### src/rtl/switch_hit_judge_if.sv
// Handshake between the game FSM and the switch hit judge.
// The game FSM is the master: it starts rounds and ends windows; the judge reports the verdicts.
interface switch_hit_judge_if #(
  parameter int WIDTH = 16
);
  logic             arm;
  logic [WIDTH-1:0] target;
  logic             window_end;
  logic             hit;
  logic             miss;
  logic             busy;
  logic [1:0]       state;

  modport master (
    output arm, target, window_end,
    input  hit, miss, busy, state
  );

  modport slave (
    input  arm, target, window_end,
    output hit, miss, busy, state
  );
endinterface

### src/rtl/switch_hit_judge.sv
// Switch conditioning (2-flop sync + per-bit debounce + toggle pulses) and
// per-round hit/miss judgement against the lit pattern latched at arm.
module switch_hit_judge #(
  parameter int WIDTH           = 16,
  parameter int DEBOUNCE_CYCLES = 500000,
  parameter int CNT_W           = 19
) (
  input  logic                clock,
  input  logic                resetn,
  input  logic [WIDTH-1:0]    sw_raw,
  output logic [WIDTH-1:0]    sw_clean,
  output logic [WIDTH-1:0]    sw_toggle,
  switch_hit_judge_if.slave   judge
);

  typedef enum logic [1:0] {
    IDLE  = 2'b00,
    ARMED = 2'b01,
    HIT   = 2'b10,
    MISS  = 2'b11
  } state_t;

  localparam logic [CNT_W-1:0] CNT_LAST = CNT_W'(DEBOUNCE_CYCLES - 1);

  logic [WIDTH-1:0] sync1;
  logic [WIDTH-1:0] sync2;
  logic [CNT_W-1:0] cnt [WIDTH];
  logic [WIDTH-1:0] clean_q;
  logic [WIDTH-1:0] toggle_q;

  logic [WIDTH-1:0] target_q;
  logic [WIDTH-1:0] acc;
  state_t           state_q;
  logic             hit_q;
  logic             miss_q;

  logic [WIDTH-1:0] seen;
  logic             stray;
  logic             complete;

  always_ff @(posedge clock or negedge resetn) begin
    if (!resetn) begin
      sync1 <= '0;
      sync2 <= '0;
    end else begin
      sync1 <= sw_raw;
      sync2 <= sync1;
    end
  end

  // A bit's counter runs only while the synced level disagrees with the accepted
  // level; any return to agreement restarts it, so short glitches never land.
  always_ff @(posedge clock or negedge resetn) begin
    if (!resetn) begin
      for (int i = 0; i < WIDTH; i++) begin
        cnt[i] <= '0;
      end
      clean_q  <= '0;
      toggle_q <= '0;
    end else begin
      for (int i = 0; i < WIDTH; i++) begin
        toggle_q[i] <= 1'b0;
        if (sync2[i] == clean_q[i]) begin
          cnt[i] <= '0;
        end else if (cnt[i] == CNT_LAST) begin
          cnt[i]      <= '0;
          clean_q[i]  <= sync2[i];
          toggle_q[i] <= 1'b1;
        end else begin
          cnt[i] <= cnt[i] + 1'b1;
        end
      end
    end
  end

  assign seen     = acc | toggle_q;
  assign stray    = |(toggle_q & ~target_q);
  assign complete = (target_q != '0) && ((seen & target_q) == target_q);

  // Verdicts are registered alongside the state so hit/miss are high exactly
  // while the FSM sits in HIT/MISS.
  always_ff @(posedge clock or negedge resetn) begin
    if (!resetn) begin
      state_q  <= IDLE;
      target_q <= '0;
      acc      <= '0;
      hit_q    <= 1'b0;
      miss_q   <= 1'b0;
    end else begin
      hit_q  <= 1'b0;
      miss_q <= 1'b0;
      case (state_q)
        IDLE: begin
          if (judge.arm) begin
            target_q <= judge.target;
            acc      <= '0;
            state_q  <= ARMED;
          end
        end
        ARMED: begin
          if (judge.arm) begin
            target_q <= judge.target;
            acc      <= '0;
          end else if (stray) begin
            state_q <= MISS;
            miss_q  <= 1'b1;
          end else if (complete) begin
            state_q <= HIT;
            hit_q   <= 1'b1;
          end else if (judge.window_end) begin
            if (target_q == '0) begin
              state_q <= HIT;
              hit_q   <= 1'b1;
            end else begin
              state_q <= MISS;
              miss_q  <= 1'b1;
            end
          end else begin
            acc <= seen;
          end
        end
        HIT:     state_q <= IDLE;
        MISS:    state_q <= IDLE;
        default: state_q <= IDLE;
      endcase
    end
  end

  assign sw_clean    = clean_q;
  assign sw_toggle   = toggle_q;
  assign judge.hit   = hit_q;
  assign judge.miss  = miss_q;
  assign judge.busy  = (state_q == ARMED);
  assign judge.state = state_q;

endmodule
### src/flat_wrapper.sv
// flat-port wrapper written by rule: the top's interface ports become plain ports
module switch_hit_judge_flat 
#(
  parameter int WIDTH           = 16,
  parameter int DEBOUNCE_CYCLES = 500000,
  parameter int CNT_W           = 19
)
  (clock, resetn, sw_raw, sw_clean, sw_toggle, judge_arm, judge_target, judge_window_end, judge_hit, judge_miss, judge_busy, judge_state);
  switch_hit_judge_if #(.WIDTH(WIDTH)) judge_i ();
  input  logic clock;
  input  logic resetn;
  input  logic [WIDTH-1:0] sw_raw;
  output logic [WIDTH-1:0] sw_clean;
  output logic [WIDTH-1:0] sw_toggle;
  input wire logic [$bits(judge_i.arm)-1:0] judge_arm;
  input wire logic [$bits(judge_i.target)-1:0] judge_target;
  input wire logic [$bits(judge_i.window_end)-1:0] judge_window_end;
  output wire logic [$bits(judge_i.hit)-1:0] judge_hit;
  output wire logic [$bits(judge_i.miss)-1:0] judge_miss;
  output wire logic [$bits(judge_i.busy)-1:0] judge_busy;
  output wire logic [$bits(judge_i.state)-1:0] judge_state;
  assign judge_i.arm = judge_arm;
  assign judge_i.target = judge_target;
  assign judge_i.window_end = judge_window_end;
  assign judge_hit = judge_i.hit;
  assign judge_miss = judge_i.miss;
  assign judge_busy = judge_i.busy;
  assign judge_state = judge_i.state;
  switch_hit_judge #(.WIDTH(WIDTH), .DEBOUNCE_CYCLES(DEBOUNCE_CYCLES), .CNT_W(CNT_W)) u_core (.clock(clock), .resetn(resetn), .sw_raw(sw_raw), .sw_clean(sw_clean), .sw_toggle(sw_toggle), .judge(judge_i));
endmodule
### config.mk
export PLATFORM = sky130hd
export DESIGN_NAME = switch_hit_judge_flat
export DESIGN_NICKNAME = d
export VERILOG_FILES = /design/src/rtl/switch_hit_judge_if.sv /design/src/rtl/switch_hit_judge.sv /design/src/flat_wrapper.sv
export SDC_FILE = /design/constraint.sdc
export NUM_CORES = 1
export LEC_CHECK = 0
export ABC_CLOCK_PERIOD_IN_PS = 5300
export CORE_MARGIN = 2
export CORE_UTILIZATION = 55
export CTS_BUF_LIST = sky130_fd_sc_hd__clkbuf_4 sky130_fd_sc_hd__clkbuf_8
export DETAILED_ROUTE_END_ITERATION = 8
export PLACE_DENSITY_LB_ADDON = 0.05
export SLEW_MARGIN = 10
export SYNTH_ARGS = -nofsm -noshare
export SYNTH_HDL_FRONTEND = slang
export SYNTH_SLANG_ARGS = --single-unit
### constraint.sdc
create_clock -name clock -period 5.3 [get_ports clock]
set_input_delay 0.53 -clock clock [delete_from_list [all_inputs] [get_ports clock]]
set_output_delay 0.53 -clock clock [all_outputs]
set_load 0.05 [all_outputs]
# ---- After elaboration in Yosys (flattened, before gate mapping)
# Index checks and enable logic that the tools add are counted.
# W data, S select, Z words.
dict set report totals {
  regBits 404
  inputBits 36
  out_inout_bits 37
  elab_cells 234
}
dict set report classes {
  add_sub_neg 16
  eq_ne 42
  muxes 89
  n_bitwise 20
  n_reduce_logical 27
}
# operator count
set ops {}
lappend ops {{$mux W19} 32}
lappend ops {{$add A19 B1 Y19 const B} 16}
lappend ops {{$eq A19 B19 Y1 const B} 16}
lappend ops {{$mux W16} 5}
lappend ops {{$mux W1} 45}
lappend ops {{$reduce_and A2 Y1} 17}
lappend ops {{$and A16 B16 Y16} 2}
lappend ops {{$pmux W16 S2} 1}
lappend ops {{$eq A1 B1 Y1} 16}
lappend ops {{$eq A16 B16 Y1} 1}
lappend ops {{$logic_not A16 Y1} 1}
lappend ops {{$not A1 Y1} 16}
lappend ops {{$not A16 Y16} 1}
lappend ops {{$or A16 B16 Y16} 1}
lappend ops {{$reduce_bool A16 Y1} 1}
lappend ops {{$reduce_or A16 Y1} 1}
lappend ops {{$mux W2} 5}
lappend ops {{$ne A3 B3 Y1 const B} 3}
lappend ops {{$pmux W2 S3} 1}
lappend ops {{$reduce_and A5 Y1} 1}
lappend ops {{$eq A2 B2 Y1 const B} 2}
lappend ops {{$ne A2 B2 Y1 const B} 2}
lappend ops {{$ne A4 B2 Y1 const B} 1}
lappend ops {{$reduce_or A2 Y1} 2}
lappend ops {{5 further kinds} 5}

# ---- Depth between registers and ports, before layout
dict set report depth {
  ltp_word 8
  ltp_mapped 8
  depth_no_buf 6
}

# ---- Least setup slack after synthesis
# OpenSTA, ideal clock, no wires.
dict set report synth_timing {
  path_type {reg2reg}
  start {register u_core.state_q[1] (netlist: u_core.judge.state[1])}
  end {register u_core.acc[12]}
  setup_ns 0.067
  arrival_time_ns 2.091
  required_ns 5.233
  setup_slack_ns 3.142
  path_stages_with_launch 7
  path_buffers 1
  period_less_slack_ns 2.158
  path_cell_list {dfrtp_1 nand2b_1 inv_1 nand2_1 a2111oi_4 buf_6 a22o_1}
}
dict set report synth_via {
  elab_chain_len 3
  word_cells_on_any_way 9
  cone_classes {eq/ne (5); mux (1); reduce/logical (3)}
}
# item line
set synth_lines {}
lappend synth_lines {{start: declaration} switch_hit_judge.sv:33} ;# state_t state_q;
lappend synth_lines {{start signal: assignment} switch_hit_judge.sv:84} ;# state_q <= IDLE;
lappend synth_lines {{start signal: assignment} switch_hit_judge.sv:97} ;# state_q <= ARMED;
lappend synth_lines {{start signal: assignment} switch_hit_judge.sv:105} ;# state_q <= MISS;
lappend synth_lines {{$eq A2 B1 Y1 *} -}
lappend synth_lines {{named net judge_busy} flat_wrapper.sv:20} ;# output wire logic [$bits(judge_i.busy)-1:0] judge_busy;
lappend synth_lines {{$ne A3 B3 Y1 (no line) / $reduce_bool A2 Y1 (equally long branches)} -}
lappend synth_lines {{$reduce_and A5 Y1 (no line)} -}
lappend synth_lines {{end signal: assignment} switch_hit_judge.sv:119} ;# acc <= seen;
lappend synth_lines {{end: declaration} switch_hit_judge.sv:32} ;# logic [WIDTH-1:0] acc;
# The timed path passes the listed nets; every way through them passes the cells marked *.
# A chain may end at the register's enable or synchronous reset.

# ---- Final worst setup path
dict set report layout_timing {
  start {register u_core.state_q[1] (netlist: u_core.judge.state[1])}
  end {output port judge_busy}
}
dict set report layout_via {
  elab_chain_len 1
}
# item line
set layout_lines {}
lappend layout_lines {{$eq A2 B1 Y1} switch_hit_judge.sv:133} ;# assign judge.busy = (state_q == ARMED);
lappend layout_lines {{end: declaration} flat_wrapper.sv:20}
# Every way passes these cells.

==> results.md <==
Status:
- The run finished with clean final reports.

Detailed routing:
- The total detailed-routing wirelength is 36400 µm.
- The number of iterations in the first detailed-routing pass is 5.
- The detailed-route vias per instance is between 5 and 6.
- The number of routed nets with antenna violations is 0.
- The number of vias in the routed layout is 13000.
- The number of violations reported at the end of detailed-routing iteration 0 is around 700.
- The remaining design rule violation count is 0.
- The average detailed-routed wire length per instance is around 15 µm.

Worst setup path:
- In this run the worst path has a maximum fanout of 6.
- The data required time of the worst path is about 4.8 ns.
- The worst reg2reg path depth is 5.
- The most critical setup path has its endpoint at judge_busy.
- The worst setup slack for register-to-register paths is about 2.9 ns.
- The critical path launch point type is a register.
- The endpoint arrival time on the critical path is roughly 2.2 ns.
- The type of destination of the critical path is an output pin.
- The kind of critical path is reg -> out.
- In this run the critical register-to-register path is launched from u_core.sw_toggle[9].
- Tracing the worst setup path back leads to its startpoint at u_core.judge.state[1].
- The worst register-to-register path ends at u_core.acc[9].

Die:
- The floorplan step set the die height to roughly 190 µm.
- 73 I/O pins were placed.
- The die width is approximately 190 µm.
- The initial utilization of the core area, before any placement, comes to 0.558.
- After floorplanning, the core was divided into 67 placement rows.
- The placeable core region is 33400 µm².
- The die area is between 30000 and 40000 µm².

Clock tree:
- The number of sinks handled by clock tree synthesis is around 400.
- The clock tree root driver cell is sky130_fd_sc_hd__clkbuf_8.
- TritonCTS built the clock tree.
- The number of levels the H-tree was split into is 3.
- The later pin in the worst-skew pair is clocked with a latency of 0.62 ns.
- In this run, CTS created clock tree buffers numbering 70.
- The number of gates resized after cts is 0.
- The clock passes through at most 3 buffers.
- The number of buffers inserted by post-CTS setup repair is 0.
- After clock tree synthesis, the clock-pin slew on the worst setup and hold paths is around 0.060 ns.

GRT:
- The initial antenna violation count is 3.
- The met3 usage is 0.0513.
- The first global-routing pass estimated between 60000 and 70000 µm of wire.
- The global routing's busiest layer is met2.
- The via count of the first global-routing pass is about 13000.
- The met2 usage in global routing is 0.340.
- The maximum number of pins on one net before global-route repair is about 110.
- The aggregate global routing overflow is 0.
- The met1 track utilization from global routing is 0.293.
- Across every metal layer, demand over resource in global routing totals 0.216.

Timing:
- The final clock skew is around 0.023 ns.
- The maximum clock frequency is roughly 370 MHz.
- The number of max-slew violations in the final report was 0.
- For the finished layout, the period the worst path requires is around 2.7 ns.
- The setup total negative slack is 0 ns.
- The number of failing setup endpoints in the final timing report is 0.
- The final cycle utilization of the critical path is 0.513.
- For the pin with the worst max-slew slack, the measured transition is approximately 1.1 ns.
- The worst pin sits at a relative slew slack of 0.266.
- The final-report hold violation count was 0.
- The final hold slack is between 0.3 and 0.4 ns.
- Setup repair after global routing left no endpoint under its margin.

Synth:
- The number of instances in the synthesized netlist is 1849.
- The fraction of the yosys area taken by sequential cells is 0.542.
- Counting every net in the synthesized netlist gives ~1900.
- The distinct cell type count of the synthesized netlist is 46.
- In this run the mean area of a mapped cell was between 10 and 15 µm².
- Synthesis inferred 404 register bits.
- The synthesis warning total is 0.
- The cell area after synthesis is 18700 µm².

Power and ir drop:
- The largest vdd supply drop is ~240 µV.
- The design draws between 6 and 7 mW.
- Summed over all cells, the static leakage comes to about 9 nW.
- Power spread over the standard cell area amounts to around 310 nW/µm².

Finish:
- The most frequent standard cell in the layout excluding fill and tap cells is sky130_fd_sc_hd__dfrtp_1.
- The design area is between 20000 and 25000 µm².
- The sequential cell area is 10100 µm².
- Relative to the synthesized area, the layout overhead comes to 13.8%.
- Measured on the finished design, the core utilization comes to 0.635.
- For this run, the post-layout net count is 2005.
- The fill cell instance count of the final layout is ~2800.
- The area of the multi-input gates is between 8000 and 9000 µm².
- In the final layout, the share of cells above drive strength 1 is 0.0785.
- The library cells used most frequently in the layout, excluding fill and tap cells, are sky130_fd_sc_hd__dfrtp_1, sky130_fd_sc_hd__nor2_1, sky130_fd_sc_hd__xnor2_1.

Flow run:
- Max-cap violations in this run came to 0.

Place:
- The cell area after placement is 19700 µm².
- The number of buffers added on ports is 72.
- The congestion estimate from routability-driven global placement came to 0.784.
- The HPWL after detailed placement is 24300 µm.

Hold path:
- The hold path startpoint is u_core.sync1[9].
- The classification of the worst-slack hold path is reg -> reg.
==> worst max-delay path, stage by stage (launching register included) <==
cell	delay (ns)
sky130_fd_sc_hd__dfrtp_1	0.44
sky130_fd_sc_hd__nand2b_1	0.18
sky130_fd_sc_hd__inv_1	0.11
sky130_fd_sc_hd__clkdlybuf4s50_1	0.86
==> cells in the mapped netlist (all sizes together) <==
| cell type | count | area share |
|---|---|---|
| and2 | 12 | 0.0040 |
| o21ai | 5 | 0.0013 |
| nand4b | 2 | 0.00094 |
| nand3 | 110 | 0.030 |
| nor3 | 82 | 0.023 |
| and4 | 25 | 0.012 |
| o21a | 2 | 0.00080 |
| ha | 16 | 0.011 |
| nor4b | 9 | 0.0042 |
| a22o | 14 | 0.0066 |
| or3b | 1 | 0.00047 |
| nand2b | 3 | 0.0010 |
| or4b | 14 | 0.0075 |
| nor2 | 366 | 0.074 |
| a211oi | 1 | 0.00040 |
| buf | 32 | 0.013 |
| or3 | 15 | 0.0050 |
| xnor2 | 195 | 0.092 |
| or2 | 15 | 0.0050 |
| dfrtp | 404 | 0.54 |
| nor4 | 58 | 0.021 |
| a21oi | 1 | 0.00027 |
| a2111oi | 5 | 0.0042 |
| nor4bb | 2 | 0.0011 |
| clkbuf | 13 | 0.0026 |
| mux2 | 16 | 0.0097 |
| nand2 | 175 | 0.035 |
| nand4 | 49 | 0.016 |
| or4 | 6 | 0.0028 |
| nor3b | 16 | 0.0064 |
| and3 | 11 | 0.0037 |
| a41o | 2 | 0.0011 |
| inv | 53 | 0.011 |
| nor2b | 26 | 0.0091 |
| xor2 | 93 | 0.044 |
==> report_power, final <==
part | switching (mW) | internal, mW | leakage [nW] | total [mW]
sequential | 0.0567 | 3.15 | 5.50 | 3.20
clock | 1.26 | 1.76 | 0.786 | 3.02
combinational | 0.179 | 0.0893 | 2.46 | 0.268
total | 1.50 | 5.00 | 8.75 | 6.49
==> sequential cells by signal, indices dropped and copies added, names as in the netlist <==
register	cells
u_core.sw_toggle	16
u_core.target_q	16
u_core.sync2	16
u_core.cnt	304
u_core.judge.state	2
u_core.judge.miss	1
u_core.acc	16
u_core.sw_clean	16
u_core.judge.hit	1
u_core.sync1	16
==> final cells by class <==
cell class | instances | share of cell area
sequential | 404 | 0.476
multi-input combinational | 1347 | 0.380
clock buffer | 104 | 0.0633
timing repair buffer | 77 | 0.0372
tap | 448 | 0.0264
inverter | 53 | 0.00937
clock inverter | 15 | 0.00754
antenna | 2 | 0.000236
==> per-stage QoR <==
step,instances,setup WS [ns]
finish,2450,2.58
global route,2450,2.48
CTS,2448,2.51
detailed placement,2328,2.79
global placement,2328,2.86
floorplan,1849,3.14
==> kinds of logic (layout without fill, tap and decap cells) <==
kind of cell	count (synthesis)	count (layout)	synth area share
compound gates	30	30	0.0146
xor+xnor	288	288	0.135
fa+ha+maj	16	16	0.0107
buf+inv	98	249	0.0258
flops	404	404	0.542
mux	16	16	0.00966
other cells	0	2	0
simple gates	997	997	0.262
==> per-layer routing <==
layer | share of wire | vias to the layer above
met5 | 0.00036 | -
met4 | 0.023 | 2
met3 | 0.043 | 65
met2 | 0.46 | 182
met1 | 0.47 | 6300
li1 | - | 6425
==> repair_timing <==
action,CTS,global route
endpoints found under the setup margin,0,0
endpoints found under the hold margin,7,0
hold buffers,1,0
==> how the worst min path moves through the flow <==
stage	endpoint	slack, ns	depth (start not counted)
2_1_floorplan	u_core.acc[0]	0.23	0
3_3_place_gp	u_core.sync2[10]	0.33	0
3_5_place_dp	u_core.sync2[11]	0.33	0
4_1_cts	u_core.sync1[7]	0.30	1
5_1_grt	u_core.sync1[7]	0.32	1
6_report	u_core.sync2[9]	0.35	0
No activity file was read; power rests on OpenSTA's default activity.
==> variant 1 (config.mk and constraints unchanged) <==
`WIDTH` is set to 16 in 3 places; all go to 32.
--- a/src/rtl/switch_hit_judge_if.sv
+++ b/src/rtl/switch_hit_judge_if.sv
@@ -1,7 +1,7 @@
 // Handshake between the game FSM and the switch hit judge.
 // The game FSM is the master: it starts rounds and ends windows; the judge reports the verdicts.
 interface switch_hit_judge_if #(
-  parameter int WIDTH = 16
+  parameter int WIDTH = 32
 );
   logic             arm;
   logic [WIDTH-1:0] target;
--- a/src/rtl/switch_hit_judge.sv
+++ b/src/rtl/switch_hit_judge.sv
@@ -1,7 +1,7 @@
 // Switch conditioning (2-flop sync + per-bit debounce + toggle pulses) and
 // per-round hit/miss judgement against the lit pattern latched at arm.
 module switch_hit_judge #(
-  parameter int WIDTH           = 16,
+  parameter int WIDTH           = 32,
   parameter int DEBOUNCE_CYCLES = 500000,
   parameter int CNT_W           = 19
 ) (
--- a/src/flat_wrapper.sv
+++ b/src/flat_wrapper.sv
@@ -1,7 +1,7 @@
 // flat-port wrapper written by rule: the top's interface ports become plain ports
 module switch_hit_judge_flat 
 #(
-  parameter int WIDTH           = 16,
+  parameter int WIDTH           = 32,
   parameter int DEBOUNCE_CYCLES = 500000,
   parameter int CNT_W           = 19
 )
Ports: changed (resized judge_target, sw_clean, sw_raw and sw_toggle); port bits go from 73 to 137. The function was not compared with the original's and may differ.
==> variant 1 against the original RTL <==
  * Worst setup slack worse by 190 ps
  * Core utilization up 0.20 points
  * Count of clock-buffer cells in the layout increased by 122
  * Synthesized cell count is 90% higher
  * Synthesized area is 95% higher
  * Fmax down 6.4%
  * Global-route usage increased by 1.1 points
  * Design area increased by 97%
  * Routed wire length rose by 110%
  * Sequential cell count grew 400
  * Total power rose by 100%
  * Largest cell class unchanged
==> variant 1: results (changes against the original RTL) <==
| Metric | Value |
|---|---|
| Fraction of power consumed by the clock network | `0.471 (+0.005)` |
| Via count of the first global-routing pass | `25,580 (+97%)` |
| Inserted Clock Buffers | `138 (+97%)` |
| Hold path endpoint | `u_core.sync1[15]` |
| Relative max-transition margin | `0.1709 (-0.09518)` |
| Largest net degree at the start of global routing | `134 (+19%)` |
| Violation count after the first detailed-routing iteration | `1,486 (+120%)` |
| Number of instances on the worst hold path | `1 (+1)` |
| Startpoint of the most critical hold path | `sw_raw[15]` |
| First-pass GRT wire length | `125.4 mm (+99%)` |
| Worst flop-to-flop path startpoint | `u_core.sw_toggle[14]` |
| Endpoint of the lowest-slack register-to-register path | `u_core.acc[13]` |
| Count of cell types in the netlist | `45 (-2.2%)` |
| Source-to-sink clock delay at the later pin of the worst-skew pair | `770 ps (+150 ps)` |
| R2R setup slack | `2530 ps (-350 ps)` |
| Placer Congestion | `0.9052 (+15%)` |
| H-tree levels | `4 (+1)` |
| Fraction of final layout cells with drive strength greater than 1 | `0.08233 (+0.003835)` |
| Routed len/inst | `15.98 um (+7.7%)` |
| IO buf count | `136 (+89%)` |
| GR Layer Usage met2 | `0.3484 (+0.008739)` |
| Top metal layer carrying routed signals | `met5` |
| Largest clock skew in the final design | `27.96 ps (+4.565 ps)` |
| Routed length on met2 | `34.05 mm (+100%)` |
| Maximum VDD drop | `0.0002423 V (-0.45%)` |
| Critical Path Fanout Max | `4 (-2)` |
| Antenna violations before repair | `20 (+17)` |
| Placed insts | `4,451 (+91%)` |
| Root Driver | `sky130_fd_sc_hd__clkbuf_8` |
| Met1 global-route usage | `0.3072 (+0.01375)` |
| Ranking of synthesized cells by instance count | `804 x sky130_fd_sc_hd__dfrtp_1, 728 x sky130_fd_sc_hd__nor2_1, 290 x sky130_fd_sc_hd__xor2_1` |
| Reported leakage power | `0.01846 uW (+110%)` |
| Met3 demand-to-capacity share in global routing | `0.06407 (+0.01279)` |
| Overall routed net length | `75.19 mm (+110%)` |
| First drt pass iteration count | `5 (unchanged)` |
| Syn_nets | `3,605 (+90%)` |
| Status | `completed` |
| P_seq | `6380 uW (+99%)` |
| Hold Crit Class | `primary input to flip-flop` |
| Detail Placement HPWL | `52.05 mm (+110%)` |
| Number of flip-flops under the largest register name | `608 (+100%)` |
| Avg Cell Area, Syn | `10.37 um^2 (+2.8%)` |
| Internal power consumption | `10,060 uW (+100%)` |
| Sequential element share of the synthesized area | `0.5537 (+0.01178)` |
| Total of cells resized after clock tree synthesis | `0 (unchanged)` |
| R2R cell count | `6 (+1)` |
| Met1 layer wirelength in the final routing | `34.13 mm (+100%)` |
| Met3 routed wirelength | `4.779 mm (+210%)` |
| Number of nets in the final layout | `3,828 (+91%)` |
| Filler cells | `5,291 (+91%)` |
[variant 1: cell types whose count changed in the layout (fill, tap and decap cells not counted), moves of 47 or more]
cell                              change
sky130_fd_sc_hd__xnor2_1             +78
sky130_fd_sc_hd__clkdlybuf4s50_1     +64
sky130_fd_sc_hd__dfrtp_1            +400
sky130_fd_sc_hd__nor2_1             +363
sky130_fd_sc_hd__clkbuf_8           +100
sky130_fd_sc_hd__nand4_1             +47
sky130_fd_sc_hd__and3_1              +66
sky130_fd_sc_hd__xor2_1             +197
sky130_fd_sc_hd__nor2b_1             +49
sky130_fd_sc_hd__nand3_1            +104
sky130_fd_sc_hd__nand2_1             +80
[variant 1: metrics by stage]
step           worst slack, ps  total power [uW]    util  area (um^2)  hold slack [ps]
6_report                  2393             13010  0.6368        41790            202.4
2_1_floorplan             2909              6713       -        36330            234.4
3_3_place_gp              2406              6973  0.5888        38640            331.3
4_1_cts                   2323             13220  0.6367        41780            122.2
5_1_grt                   2202             13580  0.6368        41790            157.8
3_5_place_dp              2380              6996  0.5888        38640            335.6
[variant 1: layout make-up]
class                      count  share of cell area
sequential                   804              0.4814
multi-input combinational   2557              0.3740
clock buffer                 226             0.06904
timing repair buffer         150             0.03677
tap                          864             0.02587
inverter                      77            0.006916
clock inverter                24            0.005838
antenna                        3           0.0001796
[variant 1: timing repair]
item                      4_1_cts  5_1_grt
setup buffers                   0        0
hold endpoints to repair      117        0
hold buffers                    1        0
[variant 1: cells by family after synthesis]
group	after synthesis	share of synthesized area
and+or+nand+nor	1810	0.2460
adders and majority gates	32	0.01102
AOI/OAI and AO/OA	96	0.01973
buffers and inverters	144	0.01639
xor gates and xnor gates	563	0.1357
muxes	56	0.01736
DFF	804	0.5537
==> variant 2 (same flow settings) <==
Without the edit above. Make the reset (`resetn`) synchronous in 3 clocked blocks.
--- a/src/rtl/switch_hit_judge.sv
+++ b/src/rtl/switch_hit_judge.sv
@@ -38,7 +38,7 @@
   logic             stray;
   logic             complete;
 
-  always_ff @(posedge clock or negedge resetn) begin
+  always_ff @(posedge clock) begin
     if (!resetn) begin
       sync1 <= '0;
       sync2 <= '0;
@@ -50,7 +50,7 @@
 
   // A bit's counter runs only while the synced level disagrees with the accepted
   // level; any return to agreement restarts it, so short glitches never land.
-  always_ff @(posedge clock or negedge resetn) begin
+  always_ff @(posedge clock) begin
     if (!resetn) begin
       for (int i = 0; i < WIDTH; i++) begin
         cnt[i] <= '0;
@@ -79,7 +79,7 @@
 
   // Verdicts are registered alongside the state so hit/miss are high exactly
   // while the FSM sits in HIT/MISS.
-  always_ff @(posedge clock or negedge resetn) begin
+  always_ff @(posedge clock) begin
     if (!resetn) begin
       state_q  <= IDLE;
       target_q <= '0;
Function: differs if resetn is asserted again (counterexample within 4 cycles, from zero or initial values and one cycle with resetn low); with resetn held inactive, the same outputs for 4 cycles.
==> variant 2 against the original RTL <==
  * Total power rose by 6.5%
  * Routed wire length up 1.5%
  * Largest cell class unchanged
  * Sequential cell count stayed put
  * Design area is 11% higher
  * Non-clock buffer count decreased by 3
  * Critical path depth decreased by 2
  * Core utilization increased by 2.7 points
  * Worst setup slack gained 200 ps
  * First-iteration DRC count is 4.1% lower
  * Clock skew down 6.2 ps
  * Synthesized area rose by 6.2%
  * Sequential share of layout area shrank 0.24 points
==> variant 2: results (changes against the original RTL) <==
| Metric | Value |
|---|---|
| Status | `completed` |
| GR Layer Usage met2 | `0.3284 (-0.01119)` |
| Arrival time worst endpoint | `1990 ps (-200 ps)` |
| Parity-gate share of the synthesized area counting xor and xnor cells | `0.1260 (-0.009202)` |
| Met1 global-route usage | `0.2684 (-0.02503)` |
| Detail Placement HPWL | `25.81 mm (+6.3%)` |
| First-pass GRT wire length | `62.92 mm (about the same)` |
| Cells taking the most area after synthesis | `sky130_fd_sc_hd__edfxtp_1 46%, sky130_fd_sc_hd__dfxtp_1 10%, sky130_fd_sc_hd__nor2_1 7.7%` |
| Routed length on met2 | `17.34 mm (+2.7%)` |
| Launching element of the worst setup path | `u_core.sw_toggle[7]` |
| Met3 routed wirelength | `1.326 mm (-14%)` |
| Worst flop-to-flop path startpoint | `u_core.cnt[0][110]` |
| Ranking of synthesized cells by instance count | `407 x sky130_fd_sc_hd__nor2_1, 304 x sky130_fd_sc_hd__edfxtp_1, 180 x sky130_fd_sc_hd__nand2_1` |
| Overall routed net length | `36.90 mm (+1.5%)` |
| Mux cell area share after synthesis | `0.008085 (-0.001573)` |
| Minimum hold slack | `430.9 ps (+84.61 ps)` |
| Capturing instance or port of the critical path | `sw_toggle[7]` |
| Async SR Flop Fraction | `0 (-1.000)` |
| Maximum VDD drop | `0.0002541 V (+4.4%)` |
| Violation count after the first detailed-routing iteration | `652 (-4.1%)` |
| Reported leakage power | `0.008358 uW (-4.4%)` |
| Antenna violations before repair | `0 (-3)` |
| Met3 demand-to-capacity share in global routing | `0.03931 (-0.01197)` |
| Critical Path Fanout Max | `4 (-2)` |
| Largest net degree at the start of global routing | `55 (-51%)` |
| Number of antenna repair diodes | `0 (-2)` |
| Sequential element share of the synthesized area | `0.5619 (+0.01998)` |
## variant 2: cell types whose count changed after synthesis, sizes merged, moves of 14 or more
cell | before | now
nand4 | 49 | 71
nor2 | 366 | 407
edfxtp | 0 | 304
a21oi | 1 | 19
and2 | 12 | 39
dfxtp | 0 | 100
a22o | 14 | 0
mux2 | 16 | 0
xnor2 | 195 | 157
nor3 | 82 | 56
xor2 | 93 | 128
mux2i | 0 | 16
o21ai | 5 | 19
dfrtp | 404 | 0
## variant 2: where the power goes
part / leakage (uW) / switching, uW / total [uW] / internal, uW
registers: 0.00395 / 122 / 3650 / 3520
logic: 0.00361 / 179 / 308 / 130
clock network: 0.000799 / 1250 / 2960 / 1710
total: 0.00836 / 1550 / 6920 / 5370
## variant 2: final cells by class
type                       count  area share
inverter                      58    0.009265
timing repair buffer          74     0.03110
sequential                   404      0.4737
multi-input combinational   1713      0.3973
clock buffer                 119     0.06144
clock inverter                11    0.002662
tap                          461     0.02455
